## config.mk

```make
export PLATFORM = sky130hd
export DESIGN_NAME = redmule_w_preloader
export DESIGN_NICKNAME = d
export VERILOG_FILES = /design/src/rtl/redmule_w_preloader.sv
export SDC_FILE = /design/constraint.sdc
export NUM_CORES = 1
export LEC_CHECK = 0
export CELL_PAD_IN_SITES_DETAIL_PLACEMENT = 1
export CELL_PAD_IN_SITES_GLOBAL_PLACEMENT = 2
export CORE_MARGIN = 4
export CORE_UTILIZATION = 33
export DETAILED_ROUTE_END_ITERATION = 10
export DONT_BUFFER_PORTS = 1
export PLACE_DENSITY_LB_ADDON = 0.05
export SETUP_SLACK_MARGIN = 0.2
export SLEW_MARGIN = 0
export SYNTH_ARGS = -nofsm -noshare
export SYNTH_HDL_FRONTEND = slang
export SYNTH_SLANG_ARGS = --single-unit
```

## constraint.sdc

```tcl
create_clock -name clk_i -period 2.9 [get_ports clk_i]
set_clock_uncertainty 0.15 [all_clocks]
set_input_delay 0.435 -clock clk_i [delete_from_list [all_inputs] [get_ports clk_i]]
set_output_delay 0.435 -clock clk_i [all_outputs]
set_load 0.1 [all_outputs]
```

## src/rtl/redmule_w_preloader.sv

```systemverilog
// redmule_w_preloader
// Feeds the first W tile into the RedMulE engine. Real rows are taken from the
// W source stream, and the rest of the tile is filled with zero beats. Every
// beat goes through a one-entry registered valid/ready stage. w_loaded_o stays
// high until the controller flushes the job.
module redmule_w_preloader #(
  parameter int unsigned Height      = 4,
  parameter int unsigned NumPipeRegs = 3,
  parameter int unsigned DataW       = 128,
  parameter int unsigned CntW        = $clog2((NumPipeRegs + 1) * Height + 1)
) (
  input  logic             clk_i,
  input  logic             rst_i,
  input  logic             clear_i,
  input  logic             start_i,
  input  logic             flush_i,
  input  logic [CntW-1:0]  rows_i,
  input  logic             w_valid_i,
  output logic             w_ready_o,
  input  logic [DataW-1:0] w_data_i,
  output logic             beat_valid_o,
  input  logic             beat_ready_i,
  output logic [DataW-1:0] beat_data_o,
  output logic             beat_pad_o,
  output logic [CntW-1:0]  beat_row_o,
  output logic             w_loaded_o,
  output logic             busy_o
);

  localparam int unsigned     Tile     = (NumPipeRegs + 1) * Height;
  localparam logic [CntW-1:0] TileC    = CntW'(Tile);
  localparam logic [CntW-1:0] TileLast = CntW'(Tile - 1);

  localparam logic [2:0] IDLE  = 3'd0;
  localparam logic [2:0] LOAD  = 3'd1;
  localparam logic [2:0] PAD   = 3'd2;
  localparam logic [2:0] DRAIN = 3'd3;
  localparam logic [2:0] DONE  = 3'd4;

  logic [2:0]       r_state;
  logic             r_startQ;
  logic [CntW-1:0]  r_nrows;
  logic [CntW-1:0]  r_cnt;
  logic             r_beatValid;
  logic [DataW-1:0] r_beatData;
  logic             r_beatPad;
  logic [CntW-1:0]  r_beatRow;

  logic             w_free;
  logic             w_startEdge;
  logic             w_accept;
  logic             w_padBeat;
  logic             w_load;
  logic             w_lastLoad;
  logic             w_lastPad;
  logic [CntW-1:0]  w_nrowsSat;

  // The stage can take a new beat when it is empty or its beat leaves this cycle.
  // Backpressure passes straight through to the W source, so w_ready_o never
  // depends on w_valid_i.
  assign w_free      = !r_beatValid || beat_ready_i;
  assign w_ready_o   = (r_state == LOAD) && w_free;
  assign w_accept    = w_valid_i && w_ready_o;
  assign w_padBeat   = (r_state == PAD) && w_free;
  assign w_load      = w_accept || w_padBeat;
  assign w_startEdge = (r_state == IDLE) && start_i && !r_startQ;
  assign w_nrowsSat  = (rows_i > TileC) ? TileC : rows_i;
  assign w_lastLoad  = (r_cnt == r_nrows - CntW'(1));
  assign w_lastPad   = (r_cnt == TileLast);

  assign beat_valid_o = r_beatValid;
  assign beat_data_o  = r_beatData;
  assign beat_pad_o   = r_beatPad;
  assign beat_row_o   = r_beatRow;
  assign w_loaded_o   = (r_state == DONE);
  assign busy_o       = (r_state != IDLE);

  // Sequencing FSM: loads the real rows, then pads, then drains and holds DONE until flush.
  always_ff @(posedge clk_i) begin
    if (rst_i || clear_i) begin
      r_state  <= IDLE;
      r_startQ <= 1'b0;
      r_nrows  <= '0;
      r_cnt    <= '0;
    end else begin
      r_startQ <= start_i;
      if (flush_i) begin
        r_state <= IDLE;
        r_nrows <= '0;
        r_cnt   <= '0;
      end else begin
        case (r_state)
          IDLE: begin
            if (w_startEdge) begin
              r_nrows <= w_nrowsSat;
              r_cnt   <= '0;
              r_state <= (w_nrowsSat != '0) ? LOAD : PAD;
            end
          end
          LOAD: begin
            if (w_accept) begin
              r_cnt <= r_cnt + CntW'(1);
              if (w_lastLoad) begin
                r_state <= (r_nrows < TileC) ? PAD : DRAIN;
              end
            end
          end
          PAD: begin
            if (w_free) begin
              r_cnt <= r_cnt + CntW'(1);
              if (w_lastPad) begin
                r_state <= DRAIN;
              end
            end
          end
          DRAIN: begin
            if (w_free) begin
              r_state <= DONE;
            end
          end
          DONE: begin
            r_state <= DONE;
          end
          default: begin
            r_state <= IDLE;
          end
        endcase
      end
    end
  end

  // Output stage: captures a source or pad beat and holds it until the engine takes it.
  always_ff @(posedge clk_i) begin
    if (rst_i || clear_i || flush_i) begin
      r_beatValid <= 1'b0;
      r_beatData  <= '0;
      r_beatPad   <= 1'b0;
      r_beatRow   <= '0;
    end else if (w_load) begin
      r_beatValid <= 1'b1;
      r_beatData  <= w_padBeat ? '0 : w_data_i;
      r_beatPad   <= w_padBeat;
      r_beatRow   <= r_cnt;
    end else if (beat_ready_i) begin
      r_beatValid <= 1'b0;
    end
  end

endmodule

```

==> results of run 1 <==
-- cells by family (layout without fill, tap and decap cells) --
family                   after synthesis  count (layout)  share of synthesized area [%]
XOR/XNOR                               6               6                          0.942
AND/OR/NAND/NOR                      317             317                           23.3
AO/OA/AOI/OAI                        164             164                           15.3
multiplexers                           1               1                          0.180
flip-flops                           149             149                           53.5
adder cells (fa/ha/maj)                3               3                          0.673
buffers and inverters                 53             174                           6.17
-- cell type report --
class | instances | area (µm²)
Clock inverter | 7 | 72.6
Sequential cell | 149 | 2980
Inverter | 6 | 22.5
Tap cell | 220 | 275
Timing Repair Buffer | 137 | 1340
Clock buffer | 24 | 482
Fill cell | 1964 | 9140
Multi-Input combinational cell | 491 | 2270
-- routing by layer --
layer,track usage (%),vias up
li1,-,2484
met1,20.5,2409
met2,32.0,191
met3,8.96,14
met4,4.39,0
met5,0,-
-- worst paths after layout --
path | from | end | cells after the start
worst max-delay path | r_state[2] | w_loaded_o | 1
worst min-delay path | w_data_i[79] | beat_data_o[79] | 2
worst max register to register | r_cnt[0] | r_state[0] | 8
worst min register to register | r_nrows[1] | r_nrows[1] | 2
-- metrics by stage --
stage | instances | setup slack [ns] | cell area (µm²) | hold WS [ns] | total power [mW]
after global placement | 888 | 0.646 | 5740 | 0.316 | 2.26
final | 1034 | 0.464 | 7450 | 0.0162 | 4.43
after global routing | 1034 | 0.300 | 7450 | 0.00829 | 4.60
after floorplan | 693 | 0.483 | 5580 | 0.296 | 2.24
after detailed placement | 888 | 0.576 | 5740 | 0.327 | 2.26
after CTS | 1034 | 0.434 | 7450 | 0.00134 | 4.50
-- worst register-to-register path, cell delays in order, from the launching register on --
cell and delay [ns]:
dfxtp_1 0.38, ha_1 0.23, and3_1 0.18, ha_1 0.18, and2b_1 0.15, a2111oi_0 0.37, a211o_1 0.27, mux2i_1 0.21
a21oi_1 0.08
-- layout by cell type, fill, tap and decap left out, types with 3 or more instances in the layout --
cell,Yosys,layout
dfxtp_1,149,149
ha_1,3,3
nor3_1,3,3
nand3b_1,6,6
inv_1,6,6
nand3_1,4,4
nor2_1,5,5
nand2b_1,4,4
clkbuf_1,15,4
dlygate4sd3_1,0,115
nor2b_1,3,3
buf_4,18,20
o21ai_0,8,8
clkbuf_16,0,17
nand2_1,279,278
clkbuf_8,0,3
xor2_1,4,4
a31oi_1,3,3
a21oi_1,145,145
-- power by group through the flow --
stage | registers [mW] | logic [mW] | clock network (mW)
2_1_floorplan | 2.14 | 0.102 | 0
3_3_place_gp | 2.13 | 0.121 | 0
3_5_place_dp | 2.14 | 0.124 | 0
4_1_cts | 2.09 | 0.256 | 2.15
5_1_grt | 2.09 | 0.277 | 2.23
6_report | 2.09 | 0.255 | 2.08
-- state kept, by name (all words and copies together), names as in the netlist --
signal        count
beat_data_o     128
beat_pad_o        1
beat_row_o        5
beat_valid_o      1
r_cnt             5
r_nrows           5
r_startQ          1
r_state           3
==> flow_metrics.py, run 1 <==
metrics = {
    "clocking": {
        "cts_setup_buffers": 0,
        "cts_max_path_buffers": 2,
        "h-tree-depth": 4,
        "cts_hold_buffers": 115,
        "tritoncts": "yes",
        "cts-resized-gates": 0,
        "ctsRootBufferMaster": "clkbuf_16",
        "cts.clk_slew.worst_paths_ns": 0.06,
        "clkSinkCount": 149,
        "clk_latency_ns": 0.41,
        "cts_buffers": 17,
    },
    "pwr": {
        "pwr-share-comb_pct": 5.8,
        "switching_share_pct": 22.4,
        "switchingPower_mw": 0.993,
        "pwr-share-seq_pct": 47.2,
        "p_leak_nw": 2.43,
        "peakVddDrop_uv": 392,
        "p_per_area_nw_per_um2": 595,
        "intPower_mw": 3.43,
        "pwr-share-clk_pct": 47.0,
    },
    "critical_path": {
        "critPathCaptureType": "primary output",
        "r2r_setup_slack_ns": 0.56,
        "start_kind": "register",
        "path_cells": "and3_1",
        "arrival_ns": 1.85,
        "cpLargestDelayFamily": "simple AND/OR/NAND/NOR gates",
        "critPathRequiredTime_ns": 2.32,
        "cpPeakStageDelay_ns": 0.94,
        "crit_buf_inv": 0,
        "crit_type": "reg2out",
        "cpMaxStageDelayCell": "and3_1",
        "path_max_fanout": 8,
    },
    "detailed_routing": {
        "routedWlPerCell_um": 18.1,
        "drt_iter0_drc": 239,
        "drt_wl_total_um": 18700,
        "routedLengthMet1_um": 7160,
        "vias": 5098,
        "routed.top_layer": "met4",
        "post_drt_via_cell_ratio": 4.93,
        "drtPass1Iterations": 4,
        "drc": 0,
        "route.met2.wl_um": 9250,
        "drtAntennaViolNets": 0,
        "route.met3.wl_um": 2100,
    },
    "logic_synthesis": {
        "yosysTopAreaCell": "dfxtp_1",
        "ys_warn_count": 0,
        "syn-num-nets": 836,
        "synthCells": 693,
        "netlist-cell-type-count": 37,
        "synth_area_per_cell_um2": 8.05,
        "synth_commonest_cells": "nand2_1, dfxtp_1, a21oi_1",
        "synth-async-reset-ratio_pct": 0,
        "ys.flop_type": "dfxtp_1",
        "synth_area_leaders": "dfxtp_1, nand2_1, a21oi_1",
        "seq_area_frac_synth_pct": 53.5,
        "synth_edf_count": 0,
        "yosysMostFrequentCell": "nand2_1",
        "synth-seq-cells": 149,
        "synth_top_area_share_pct": 53.5,
        "syn-cell-area_um2": 5580,
    },
    "final_layout": {
        "drive_above_1_share_pct": 6.63,
        "final_core_util_pct": 44.9,
        "syn_to_final_growth_pct": 33.5,
        "n_antenna_cell": 0,
        "finalNetCount": 945,
    },
    "floorplan": {
        "dieWidth_um": 138,
        "fp.dieH_um": 138,
        "start_util_pct": 33.6,
        "ios": 278,
        "fp.coreArea_um2": 16600,
        "dieArea_um2": 19000,
        "rows": 47,
    },
    "grt": {
        "grt_pass1_wl_um": 27400,
        "grt_overflow_total": 0,
        "antenna_found_initial": 0,
        "grt_max_degree": 75,
        "grt_usage_pct": 18.5,
        "grt_pass1_vias": 5116,
    },
    "sta": {
        "fin_crit_ns": 2.44,
        "rsz0062_at_grt": "false",
        "slew_headroom_pct": 27.8,
        "fin_crit_sh_pct": 84.0,
        "fmax_mhz": 411,
        "tns_ns": 0,
        "worst-slew-pin-transition_ns": 1.08,
        "finalHoldViolCount": 0,
        "setup_violations": 0,
        "drv_slew": 0,
    },
    "placed_design": {
        "portBuffers": 0,
        "hpwl_um": 12900,
        "globalplace.congestion": 0.760,
    },
    "job": {
        "cap_violations": 0,
    },
    "status": {
        "outcome": "finished clean",
    },
    "hold_path": {
        "hp-class": "in2reg",
    },
}
No activity file was read; power rests on OpenSTA's default activity.
==> inputs of run 2 (changes only) <==
--- a/config.mk
+++ b/config.mk
@@ -8,7 +8,7 @@
 export CELL_PAD_IN_SITES_DETAIL_PLACEMENT = 1
 export CELL_PAD_IN_SITES_GLOBAL_PLACEMENT = 2
 export CORE_MARGIN = 4
-export CORE_UTILIZATION = 33
+export CORE_UTILIZATION = 30
 export DETAILED_ROUTE_END_ITERATION = 10
 export DONT_BUFFER_PORTS = 1
 export PLACE_DENSITY_LB_ADDON = 0.05
==> constraint.sdc (replaced) <==
create_clock -name clk_i -period 2.09 [get_ports clk_i]
set_clock_uncertainty 0.15 [all_clocks]
set_input_delay 0.3135 -clock clk_i [delete_from_list [all_inputs] [get_ports clk_i]]
set_output_delay 0.3135 -clock clk_i [all_outputs]
set_load 0.1 [all_outputs]
==> run 2 against run 1 <==
Utilization rose by 5.5 points. Die area rose by 9.4%. Routed wire length rose by 16%. Global-route usage rose by 0.38 points. Setup slack got worse by 0.34 ns. Largest cell class unchanged. Clock-buffer cell count fell by 6. Register-to-register slack got worse by 0.44 ns. Sequential share of layout area fell by 7.3 points. Power rose by 48%. Worst hold slack improved by 0.10 ns. Final cell count rose by 17%.
==> flow_metrics.py, run 2 (synthesis gave the netlist of run 1 again) <==
metrics = {
    "critical_path": {
        "path_common_cell": "ha_4",
        "critPathLaunch": "r_cnt[0]",
        "start_kind": "register",
        "critPathCaptureType": "register",
        "critPathRequiredTime_ns": 2.22,
        "path_cells": "ha_4, and3_4, ha_4, and2b_1, a2111oi_4, a211o_1, mux2i_1, a21oi_1",
        "path_max_fanout": 4,
        "crit_type": "reg2reg",
        "cpLargestDelayFamily": "compound AO/OA/AOI/OAI gates",
        "cpMaxStageDelayCell": "dfxtp_2",
        "r2r_start": "r_cnt[0]",
        "arrival_ns": 2.10,
        "cpPeakStageDelay_ns": 0.34,
        "crit_buf_inv": 0,
    },
    "placed_design": {
        "placed_cells": 1029,
        "dpl_cell_area_um2": 6860,
        "globalplace.congestion": 0.755,
        "pre_cts_slack_ns": -0.0104,
        "hpwl_um": 13800,
        "portBuffers": 0,
    },
    "sta": {
        "worst-slew-pin-transition_ns": 0.869,
        "setup_violations": 0,
        "drv_slew": 0,
        "worst_hold_slack_ns": 0.121,
        "fin_crit_ns": 1.97,
        "fin_ws_ns": 0.123,
        "fin_crit_sh_pct": 94.1,
        "tns_ns": 0,
        "finalHoldViolCount": 0,
        "rsz0062_at_grt": "true",
        "fmax_mhz": 508,
        "slew_headroom_pct": 41.6,
    },
    "floorplan": {
        "fp.coreArea_um2": 18100,
        "dieArea_um2": 20800,
        "dieWidth_um": 144,
        "rows": 49,
        "fp.dieH_um": 144,
        "start_util_pct": 30.7,
        "ios": 278,
    },
    "clocking": {
        "clkSinkCount": 149,
        "h-tree-depth": 4,
        "tritoncts": "yes",
        "cts.clk_slew.worst_paths_ns": 0.06,
        "ctsRootBufferMaster": "clkbuf_16",
        "cts_max_path_buffers": 2,
        "clk_latency_ns": 0.43,
        "cts_buffers": 17,
    },
    "job": {
        "cap_violations": 0,
    },
    "grt": {
        "grt_pass1_vias": 6100,
        "grt_max_degree": 82,
        "grt_usage_pct": 18.9,
        "grt_overflow_total": 0,
        "grt_pass1_wl_um": 31100,
        "antenna_found_initial": 0,
    },
    "final_layout": {
        "n_antenna_cell": 0,
        "finalNetCount": 1111,
        "syn_to_final_growth_pct": 64.0,
        "final_cells": 1209,
        "largest_register_ffs": 128,
        "final_common_cell": "nand2_1",
        "final_cell_mix": "nand2_1, buf_4, a21oi_1",
        "drive_above_1_share_pct": 22.9,
        "fin_area_um2": 9150,
        "final_core_util_pct": 50.4,
        "fillers": 2064,
    },
    "detailed_routing": {
        "routedWlPerCell_um": 17.9,
        "vias": 5795,
        "post_drt_via_cell_ratio": 4.79,
        "drt_iter0_drc": 176,
        "drt_wl_total_um": 21700,
        "drtAntennaViolNets": 0,
        "drtPass1Iterations": 4,
        "drc": 0,
    },
    "hold_path": {
        "hp-class": "in2reg",
        "hold_start": "w_valid_i",
    },
    "pwr": {
        "pwr-share-clk_pct": 48.9,
        "p_leak_nw": 3.43,
        "intPower_mw": 5.03,
        "peakVddDrop_uv": 561,
        "switching_share_pct": 23.2,
        "switchingPower_mw": 1.52,
        "pwr-share-seq_pct": 43.6,
        "p_per_area_nw_per_um2": 716,
        "pwr-share-comb_pct": 7.5,
        "p_total_mw": 6.55,
    },
    "status": {
        "outcome": "finished clean",
    },
}
-- run 2: tightest hold or removal path, stage by stage --
cell,delay (ns)
nand3_4,0.09
nand2_4,0.11
nand2_1,0.08
a21oi_1,0.05
-- run 2: metal layers --
metal,track usage (%),vias up,wire [µm]
li1,-,2813,-
met1,20.8,2751,8590
met2,33.2,205,10800
met3,7.04,26,1920
met4,7.02,0,393
met5,0,-,0
-- run 2: area by class of cell --
cell class              instances  area, µm²  share of cell area (%)
flip-flops and latches        149       3000                    32.8
repair buffers                302       2860                    31.2
multi-input cells             492       2370                    25.9
clock buffers                  18        439                    4.80
well taps                     229        287                    3.13
clock inverters                13        170                    1.86
inverters                       6       25.0                   0.274
-- run 2: power by group through the flow --
| stage | logic [mW] | registers, mW | clock network, mW |
|---|---|---|---|
| 2_1_floorplan | 0.143 | 2.96 | 0 |
| 3_3_place_gp | 0.233 | 2.92 | 0 |
| 3_5_place_dp | 0.238 | 2.92 | 0 |
| 4_1_cts | 0.457 | 2.85 | 3.28 |
| 5_1_grt | 0.525 | 2.85 | 3.40 |
| 6_report | 0.492 | 2.85 | 3.20 |
-- run 2: path summary, 6_finish.rpt --
path / slack, ns / cells after the start / end
hold reg to reg: 0.31 / 2 / beat_data_o[16]
setup / recovery: 0.12 / 8 / r_state[0]
hold / removal: 0.12 / 4 / beat_row_o[1]
setup reg to reg: 0.12 / 8 / r_state[0]
-- run 2: timing repair --
action	CTS	global route
gates resized for setup	14	17
pin swaps	5	3
setup buffers	1	7
setup endpoints to repair	137	136
gates cloned	0	6
hold buffers	135	0
endpoints found under the hold margin	134	0
==> inputs of run 3 (changes only) <==
--- a/config.mk
+++ b/config.mk
@@ -8,12 +8,11 @@
 export CELL_PAD_IN_SITES_DETAIL_PLACEMENT = 1
 export CELL_PAD_IN_SITES_GLOBAL_PLACEMENT = 2
 export CORE_MARGIN = 4
-export CORE_UTILIZATION = 30
+export CORE_UTILIZATION = 33
 export DETAILED_ROUTE_END_ITERATION = 10
 export DONT_BUFFER_PORTS = 1
 export PLACE_DENSITY_LB_ADDON = 0.05
 export SETUP_SLACK_MARGIN = 0.2
-export SLEW_MARGIN = 0
 export SYNTH_ARGS = -nofsm -noshare
 export SYNTH_HDL_FRONTEND = slang
 export SYNTH_SLANG_ARGS = --single-unit
==> constraint.sdc (replaced) <==
create_clock -name clk_i -period 2 [get_ports clk_i]
set_clock_uncertainty 0.15 [all_clocks]
set_input_delay 0.3 -clock clk_i [delete_from_list [all_inputs] [get_ports clk_i]]
set_output_delay 0.3 -clock clk_i [all_outputs]
set_load 0.1 [all_outputs]
==> run 3 against run 2 <==
Final area rose by 0.40%. Clock-buffer cell count up 3. Utilization rose by 5.0 points. First-iteration DRC count down 4.0%. Non-clock buffer count is 10 higher. Routed wire length is 2.0% higher. Critical path type unchanged. Largest cell class unchanged. Largest power group is now registers.
==> flow_metrics.py, run 3 (synthesis gave the netlist of run 1 again) <==
metrics = {
    "pwr": {
        "peakVddDrop_uv": 572,
        "p_leak_nw": 3.47,
        "p_total_mw": 6.43,
        "p_per_area_nw_per_um2": 700,
    },
    "sta": {
        "finalHoldViolCount": 0,
        "fin_crit_sh_pct": 98.7,
        "drv_slew": 0,
        "slew_headroom_pct": 77.9,
        "fin_crit_ns": 1.97,
        "tns_ns": 0,
        "fmax_mhz": 507,
        "setup_violations": 0,
        "worst-slew-pin-transition_ns": 0.331,
        "rsz0062_at_grt": "true",
    },
    "floorplan": {
        "ios": 278,
        "fp.coreArea_um2": 16600,
        "fp.dieH_um": 138,
        "dieArea_um2": 19000,
        "start_util_pct": 33.6,
        "rows": 47,
        "dieWidth_um": 138,
    },
    "final_layout": {
        "regArea_um2": 3000,
        "multi_input_area_um2": 2370,
        "final_common_cell": "nand2_1",
        "finalNetCount": 1120,
        "fillers": 1930,
        "largest_register_ffs": 128,
        "syn_to_final_growth_pct": 64.6,
        "final_cells": 1209,
        "drive_above_1_share_pct": 24.2,
        "final_cell_mix": "nand2_1, buf_4, dfxtp_1",
        "n_antenna_cell": 0,
    },
    "grt": {
        "grt_max_degree": 60,
        "grt_overflow_total": 0,
        "grt_pass1_wl_um": 33200,
        "grt_usage_pct": 22.6,
        "antenna_found_initial": 0,
        "grt_pass1_vias": 6490,
    },
    "clocking": {
        "cts_buffers": 17,
        "h-tree-depth": 4,
        "tritoncts": "yes",
        "cts.clk_slew.worst_paths_ns": 0.06,
        "cts_max_path_buffers": 2,
        "clk_latency_ns": 0.42,
        "ctsRootBufferMaster": "clkbuf_16",
        "clkSinkCount": 149,
    },
    "hold_path": {
        "hp-class": "in2reg",
        "hold_start": "flush_i",
    },
    "placed_design": {
        "hpwl_um": 13900,
        "globalplace.congestion": 0.796,
        "portBuffers": 0,
        "placed_cells": 1028,
    },
    "critical_path": {
        "start_kind": "register",
        "critPathCaptureType": "register",
        "arrival_ns": 2.12,
        "critPathRequiredTime_ns": 2.15,
        "critPathLaunch": "r_cnt[1]",
        "path_max_fanout": 3,
        "r2r_start": "r_cnt[1]",
        "crit_type": "reg2reg",
    },
    "detailed_routing": {
        "drtPass1Iterations": 4,
        "post_drt_via_cell_ratio": 4.90,
        "drt_wl_total_um": 22100,
        "routedWlPerCell_um": 18.3,
        "drt_iter0_drc": 169,
        "drc": 0,
        "vias": 5926,
        "drtAntennaViolNets": 0,
    },
    "job": {
        "cap_violations": 0,
    },
    "status": {
        "outcome": "finished clean",
    },
}
run 3: power by group:
part           internal, mW  total, mW  switching [mW]  leakage, nW
Clock                  1.69       2.91            1.22        0.257
Sequential             2.97       2.98         0.00500         1.20
Combinational         0.284      0.541           0.257         2.01
Total                  4.95       6.43            1.48         3.47
run 3: layout make-up:
type | instances | share of cell area (%)
flip-flops and latches | 149 | 32.7
repair buffers | 312 | 32.5
multi-input cells | 491 | 25.8
clock buffers | 21 | 4.80
well taps | 220 | 3.00
clock inverters | 10 | 0.913
inverters | 6 | 0.273
run 3: routing by layer:
layer / up-vias / part of all wire [%] / wire [µm] / track usage (%)
li1: 2828 / - / - / -
met1: 2842 / 38 / 8440 / 24.5
met2: 220 / 52 / 11400 / 41.5
met3: 36 / 7.7 / 1700 / 6.82
met4: 0 / 2.4 / 532 / 8.29
met5: - / 0 / 0 / 0
run 3: critical path, cell delays in order (launching register included):
cell       delay (ns)
dfxtp_2          0.34
ha_4             0.15
and3_4           0.16
ha_4             0.15
and2b_1          0.15
a2111oi_2        0.20
a211o_1          0.23
mux2i_1          0.23
a21oi_1          0.09
run 3: per-stage QoR:
step | hold slack (ns) | worst slack (ns) | util [%] | cell area (µm²)
global route | 0.0626 | -0.0388 | 55.4 | 9180
CTS | 0.0361 | 0.0183 | 55.0 | 9130
detailed placement | 0.228 | -0.0405 | 41.7 | 6920
floorplan | 0.225 | 0.0541 | - | 5620
global placement | 0.228 | 0.0323 | 41.7 | 6920
finish | 0.0688 | 0.0257 | 55.4 | 9180
run 3: timing repair:
item	4_1_cts	5_1_grt
hold buffers	135	0
endpoints found under the setup margin	143	145
cloned	4	0
setup buffers	11	0
pin swaps	8	3
endpoints found under the hold margin	134	0
gates resized for setup	26	18
run 3: final timing paths:
path                           to  slack, ns  depth (start not counted)
setup reg to reg       r_state[0]       0.03                          8
hold / removal           r_cnt[0]       0.07                          3
hold reg to reg   beat_data_o[31]       0.30                          2
setup / recovery       r_state[0]       0.03                          8
